--- src/rtl/inst_fetch_resp.sv ---
// Instruction-fetch responder: builds a 32-bit little-endian instruction from four
// byte reads. A one-entry buffer serves repeated requests for the same pc.
module inst_fetch_resp #(
  parameter int unsigned ADDR_W = 32,
  parameter int unsigned INST_W = 32
) (
  input  logic              i_clk,
  input  logic              i_rst,
  input  logic [ADDR_W-1:0] i_pc,
  input  logic              i_ce,
  input  logic              i_jumpout,
  input  logic [7:0]        i_mem_din,
  output logic [ADDR_W-1:0] o_mem_addr,
  output logic              o_mem_rd_en,
  output logic [INST_W-1:0] o_inst,
  output logic              o_inst_valid,
  output logic              o_stall_req
);

  typedef enum logic [2:0] {
    StIdle,
    StRd0,
    StRd1,
    StRd2,
    StRd3,
    StLast
  } state_e;

  state_e              r_state;
  state_e              w_state_nxt;
  logic [ADDR_W-1:0]   r_req_pc;
  logic [ADDR_W-1:0]   w_req_pc_nxt;
  logic [ADDR_W-1:0]   r_tag;
  logic                r_tag_valid;
  logic [INST_W-1:0]   r_buf;
  logic [INST_W-1:0]   r_shadow;
  logic [ADDR_W-1:0]   w_offset;
  logic                w_rd_en;
  logic                w_hit;
  logic                w_abort;
  logic                w_commit;

  assign w_hit    = i_ce & r_tag_valid & (i_pc == r_tag) & (r_state == StIdle);
  assign w_abort  = (r_state != StIdle) & (i_jumpout | ~i_ce);
  assign w_commit = (r_state == StLast) & ~w_abort;

  always_comb begin
    w_state_nxt  = r_state;
    w_req_pc_nxt = r_req_pc;
    w_rd_en      = 1'b0;
    w_offset     = '0;
    unique case (r_state)
      StIdle: begin
        if (i_ce & ~w_hit) begin
          w_state_nxt  = StRd0;
          w_req_pc_nxt = i_pc;
        end
      end
      StRd0: begin
        w_rd_en     = 1'b1;
        w_offset    = ADDR_W'(0);
        w_state_nxt = StRd1;
      end
      StRd1: begin
        w_rd_en     = 1'b1;
        w_offset    = ADDR_W'(1);
        w_state_nxt = StRd2;
      end
      StRd2: begin
        w_rd_en     = 1'b1;
        w_offset    = ADDR_W'(2);
        w_state_nxt = StRd3;
      end
      StRd3: begin
        w_rd_en     = 1'b1;
        w_offset    = ADDR_W'(3);
        w_state_nxt = StLast;
      end
      StLast: begin
        w_state_nxt = StIdle;
      end
      default: begin
        w_state_nxt = StIdle;
      end
    endcase
    // Abort wins over everything, including the commit in StLast.
    if (w_abort) begin
      w_state_nxt = StIdle;
    end
  end

  always_ff @(posedge i_clk or negedge i_rst) begin
    if (!i_rst) begin
      r_state  <= StIdle;
      r_req_pc <= '0;
    end else begin
      r_state  <= w_state_nxt;
      r_req_pc <= w_req_pc_nxt;
    end
  end

  // mem_din carries the byte addressed one cycle earlier, hence the one-state lag.
  always_ff @(posedge i_clk or negedge i_rst) begin
    if (!i_rst) begin
      r_shadow <= '0;
    end else begin
      case (r_state)
        StRd1:   r_shadow[7:0]   <= i_mem_din;
        StRd2:   r_shadow[15:8]  <= i_mem_din;
        StRd3:   r_shadow[23:16] <= i_mem_din;
        StLast:  r_shadow[31:24] <= i_mem_din;
        default: r_shadow        <= r_shadow;
      endcase
    end
  end

  always_ff @(posedge i_clk or negedge i_rst) begin
    if (!i_rst) begin
      r_buf       <= '0;
      r_tag       <= '0;
      r_tag_valid <= 1'b0;
    end else if (w_commit) begin
      r_buf       <= {i_mem_din, r_shadow[23:0]};
      r_tag       <= r_req_pc;
      r_tag_valid <= 1'b1;
    end
  end

  assign o_mem_rd_en  = w_rd_en;
  assign o_mem_addr   = w_rd_en ? (r_req_pc + w_offset) : '0;
  assign o_inst_valid = w_hit;
  assign o_inst       = w_hit ? r_buf : '0;
  // Gated by reset so the stall request drops immediately on an asynchronous reset.
  assign o_stall_req  = i_rst & i_ce & ~w_hit;

endmodule

--- config.mk ---
export PLATFORM = sky130hd
export DESIGN_NAME = inst_fetch_resp
export DESIGN_NICKNAME = d
export VERILOG_FILES = /design/src/rtl/inst_fetch_resp.sv
export SDC_FILE = /design/constraint.sdc
export NUM_CORES = 1
export LEC_CHECK = 0
export ABC_CLOCK_PERIOD_IN_PS = 3160
export CORE_UTILIZATION = 35
export CTS_BUF_LIST = sky130_fd_sc_hd__clkbuf_8
export CTS_CLUSTER_DIAMETER = 30
export DETAILED_ROUTE_END_ITERATION = 10
export PLACE_DENSITY = 0.67
export SLEW_MARGIN = 20
export SYNTH_ARGS = -nofsm -noshare
export SYNTH_HDL_FRONTEND = slang
export SYNTH_SLANG_ARGS = --single-unit
--- constraint.sdc ---
create_clock -name i_clk -period 3.16 [get_ports i_clk]
set_input_delay 0.474 -clock i_clk [delete_from_list [all_inputs] [get_ports i_clk]]
set_output_delay 0.474 -clock i_clk [all_outputs]
set_load 0.005 [all_outputs]
== After elaboration in Yosys (flattened, before gate mapping) ==
Index checks and enable logic that the tools add are counted.

* Register bits after elaboration: 124
* Input bits: 44

* Add/subtract/negate cells: 1
* Equality and inequality tests: 7
* Mux-type cells: 7
* Bitwise logic cells: 12
* Reductions and logical operators: 4

{| class="wikitable"
|+ Operators with widths
! operator !! count
|-
| $mux W32 || 2
|-
| $add A32 B32 Y32 || 1
|-
| $eq A32 B32 Y1 || 1
|-
| $pmux W3 S5 || 1
|-
| $and A1 B1 Y1 || 8
|-
| $eq A3 B2 Y1 const B || 2
|-
| $eq A3 B3 Y1 const B || 2
|-
| $mux W3 || 2
|-
| $pmux W2 S3 || 1
|-
| $reduce_or A4 Y1 || 1
|-
| $eq A3 B1 Y1 const B || 1
|-
| $logic_not A3 Y1 || 1
|-
| $ne A3 B2 Y1 const B || 1
|-
| $not A1 Y1 || 3
|-
| $reduce_bool A3 Y1 || 1
|-
| $reduce_and A2 Y1 || 1
|-
| $mux W1 || 1
|-
| $or A1 B1 Y1 || 1
|}

== Longest topological paths before layout ==
* Word-level depth: 8
* Mapped depth: 13

== Worst setup path before layout ==
Ideal clock, no wire load.

* Path kind: reg-to-output
* Start point: reg r_state[2]
* End point: out o_mem_addr[26]
* Data arrival time: 2833 ps
* Data required time: 2686 ps
* Setup slack: -147 ps
* Cell stages (with the launch flop): 12
* Buffers on the path: 2
* Cells stage by stage: dfrtp_1 buf_2 nor3b_1 or2_2 ha_1 fa_1 and4_1 clkbuf_1 and3b_1 and4_1 xnor2_1 nor2_1

* Longest elaborated chain between the ends: 4
* Elaborated cells between the ends (all ways): 9
* Those cells by class: add/sub (1); eq/ne (4); mux (3); reduce/logical (1)

{| class="wikitable"
|+ Ends and longest elaborated chain
! element !! line !! source
|-
| start: declaration || 29 || <nowiki>state_e r_state;</nowiki>
|-
| start signal: assignment || 94 || <nowiki>r_state <= StIdle;</nowiki>
|-
| start signal: assignment || 97 || <nowiki>r_state <= w_state_nxt;</nowiki>
|-
| $eq A3 B3 Y1 (tied with other cells) || 52 || <nowiki>unique case (r_state)</nowiki>
|-
| $pmux W2 S3 or $reduce_or A4 Y1 (tied branches) || n/a ||
|-
| $add A32 B32 Y32 or $mux W1 (tied branches) || 130, 52 ||
|-
| $mux W32 * || 130 || <nowiki>assign o_mem_addr = w_rd_en ? (r_req_pc + w_offset) : '0;</nowiki>
|-
| end: declaration || 13 || <nowiki>output logic [ADDR_W-1:0] o_mem_addr,</nowiki>
|}

Mark *: on every way between the ends. The rest lies on a longest branch, timed or not.

== Final worst setup path ==
* Start point: reg r_state[1]
* End point: out o_mem_addr[17]

The elaborated chain is that of the path after synthesis.

==> impl_results.md <==
* Share of cells above drive strength 1 at 50.1%
* Ports at 111
* Total CTS buffers at 17
* Post-DRT Antenna Nets at 0
* Die Y at 134 um
* Cells after Synth at 492
* VDD IR max at 0.000272 V
* Largest net degree at the start of global routing at 60
* Initial antenna violation count at 1
* Most frequent cells in the layout: 123 x dfrtp_1, 82 x mux2_2, 46 x buf_4
* Critical path launch point type: flop
* Worst hold-check slack at 0.480 ns
* Placed cell count at 834
* Run status: finished, violations left
* CP endpoint kind: output pin
* Clock power frac at 32.6%
* LEAKAGE at 4.18 nW
* Synth warnings at 0
* Worst EP arrival at 2.92 ns
* Final Hold Fails at 0
* # H-tree levels at 4
* Reg power frac at 47.2%
* Fin area at 8710 um^2
* Top cell type's share of synthesized area at 50.6%
* DRT iter0 DRCs at 175
* Combinational Power Share at 20.1%
* Worst-path clk slew at 0.07 ns
* ANT cells at 0
* Initial Util at 35.6%
* Vias per Instance at 4.82
* Mapped Nets at 539
* Routed len/inst at 17.8 um
* Kind of critical path: reg2out
* Cell depth of the worst flop-to-flop path at 12
* Nets@finish at 718
* Critical R2R Launch: r_state[1]
* PnR worst setup slack at -0.232 ns
* DR vias at 4380
* Drt first pass iters at 6
* Post-Route Skew at 0.0113 ns
* Seq/Total Area, Yosys at 50.6%
* Min Clock Period, post-route at 3.39 ns
* Slew margin rel. at 50.4%
* CTS Buffer Depth at 2
* Final RePlAce weighted congestion at 0.823
* Die W at 134 um
* Net switching power at 1.23 mW
* Commonest non-fill, non-tap cell in the layout: dfrtp_1
* Worst Hold Class: in2async
* Cell taking the most area after synthesis: dfrtp_1
* Global route overflow at 0
* Net Sw Frac at 27.6%
* Top FF cell, synth: dfrtp_1
* Clk sinks at 124
* Clock latency on the worst-skew pair at 0.44 ns
* Critical path fanouts, max at 4
* Failing checks: negative setup slack
* Post-synth ARST share at 100%
* F_max at 295 MHz
* Worst R2R End: r_req_pc[4]
* Pwr/cell area at 510 nW/um^2
* Max capacitance violation total at 0
* First-pass GRT wire length at 24600 um
* Setup violations, final at 48
* Syn Area/Cell at 12.5 um^2
* CP Data Required Time at 2.69 ns
* HPWL Detailed at 10600 um
* Post-Syn Area at 6140 um^2
* RSZ-0062 raised after global routing: yes
* Cell Count, Final, Fillers Out at 909
* Synth top area cells: dfrtp_1 51%, mux2_2 15%, mux2_4 7.1%
* Slew Viols, Final at 0
* R2R setup slack at 0.13 ns
* Number of global-route vias before repair at 4564
* Core ar. at 17200 um^2
* #FFs+latches synth at 124
* Final wirelength at 16200 um
* Post-synth EDFFs at 0
* PortBufs at 110
* Synth unique cells at 35
* Area after DPL at 7640 um^2
* Total power at 4.44 mW
* Die area at 18100 um^2
* CTS root buf: clkbuf_8
* DR DRC count at 0
* Num rows at 48
* Power Internal at 3.22 mW
* Tot GR Track Use at 18.0%
* CTS tree: yes
* Area Growth Syn to Fin at 42.0%
* Slew of the pin with the lowest slew margin at 0.744 ns
* Period utilization at 107%
==> sequential cells by signal (all words and copies together), names as in the netlist <==
| signal | cells |
|---|---|
| r_buf | 32 |
| r_shadow | 24 |
| r_state | 3 |
| r_tag_valid | 1 |
| r_req_pc | 32 |
| r_tag | 32 |
==> worst max path at each step <==
stage / slack [ns] / endpoint / cells after the start / startpoint
after global placement: -0.58 / o_inst[2] / 8 / i_pc[24]
after detailed placement: -0.56 / o_inst[17] / 8 / i_pc[24]
final: -0.23 / o_mem_addr[17] / 12 / r_state[1]
after CTS: -0.26 / o_inst[3] / 11 / r_state[1]
after global routing: -0.35 / o_mem_addr[31] / 13 / r_state[1]
after floorplan: 0.04 / o_mem_addr[26] / 13 / r_state[1]
==> worst max-delay path, cell delays in order, from the launching register on <==
cell and delay, ns:
dfrtp_2 0.44, buf_6 0.14, nand3b_1 0.17, nand2_4 0.09, ha_4 0.26, a21o_1 0.12, nand4_1 0.21, buf_4 0.22
buf_6 0.12, buf_6 0.11, or3_4 0.32, a21oi_2 0.14, buf_2 0.13
==> routing by layer <==
metal / up-vias / share of wire [%] / global-route usage, %
met1: 2233 / 44 / 23.4
li1: 2036 / - / -
met3: 24 / 2.7 / 2.72
met4: 0 / 1.8 / 7.37
met2: 87 / 51 / 30.0
met5: - / 0 / 0
==> cells in the mapped netlist (2+ instances only) <==
cell	number
buf_12	3
nand4_1	11
a21oi_1	2
and3_1	5
nor3_1	2
and2_1	35
ha_1	2
nand2_1	40
xor2_1	40
nor4_1	4
clkbuf_1	16
mux2_2	83
or3_1	2
nand2b_1	3
dfrtp_1	124
nor2_1	33
xnor2_1	24
and4_1	8
buf_6	2
nand3_1	10
mux2_4	29
==> metrics by stage <==
| step | util (%) | setup slack, ns | TNS (ns) |
|---|---|---|---|
| after CTS | 48.5 | -0.264 | -8.37 |
| after detailed placement | 44.3 | -0.556 | -26.12 |
| after global placement | 44.3 | -0.581 | -26.42 |
| after floorplan | - | 0.0419 | 0 |
| final | 50.5 | -0.232 | -4.31 |
| after global routing | 50.5 | -0.348 | -10.66 |
==> power groups by stage <==
stage | Combinational, mW | Clock, mW | Sequential (mW)
2_1_floorplan | 0.526 | 0 | 2.03
3_3_place_gp | 0.857 | 0 | 2.09
3_5_place_dp | 0.878 | 0 | 2.11
4_1_cts | 0.853 | 1.49 | 2.09
5_1_grt | 0.970 | 1.56 | 2.13
6_report | 0.895 | 1.45 | 2.10
==> what timing repair did <==
| action | in CTS | in global routing |
|---|---|---|
| hold buffers | 1 | 0 |
| pin swaps | 44 | 27 |
| setup buffers | 25 | 12 |
| resized for setup | 296 | 58 |
| setup endpoints to repair | 65 | 94 |
| endpoints found under the hold margin | 24 | 0 |
| gates cloned | 3 | 4 |
==> area by class of cell <==
class	count	area [um^2]
Sequential cell	124	3100
Tap cell	225	282
Multi-Input combinational cell	344	3130
Fill cell	1450	8530
Timing Repair Buffer	183	1770
Inverter	1	3.75
Clock inverter	12	145
Clock buffer	20	275
==> kinds of logic (layout without fill, tap and decap cells) <==
logic type | Yosys count | after routing | synth area share [%]
AO/OA/AOI/OAI | 4 | 4 | 0.367
XOR/XNOR | 64 | 64 | 9.14
adder cells (fa/ha/maj) | 3 | 3 | 0.734
buffers and inverters | 24 | 216 | 2.59
flip-flops | 124 | 124 | 50.6
multiplexers | 112 | 112 | 22.3
AND/OR/NAND/NOR | 161 | 161 | 14.3
No activity file was read; power rests on OpenSTA's default activity.
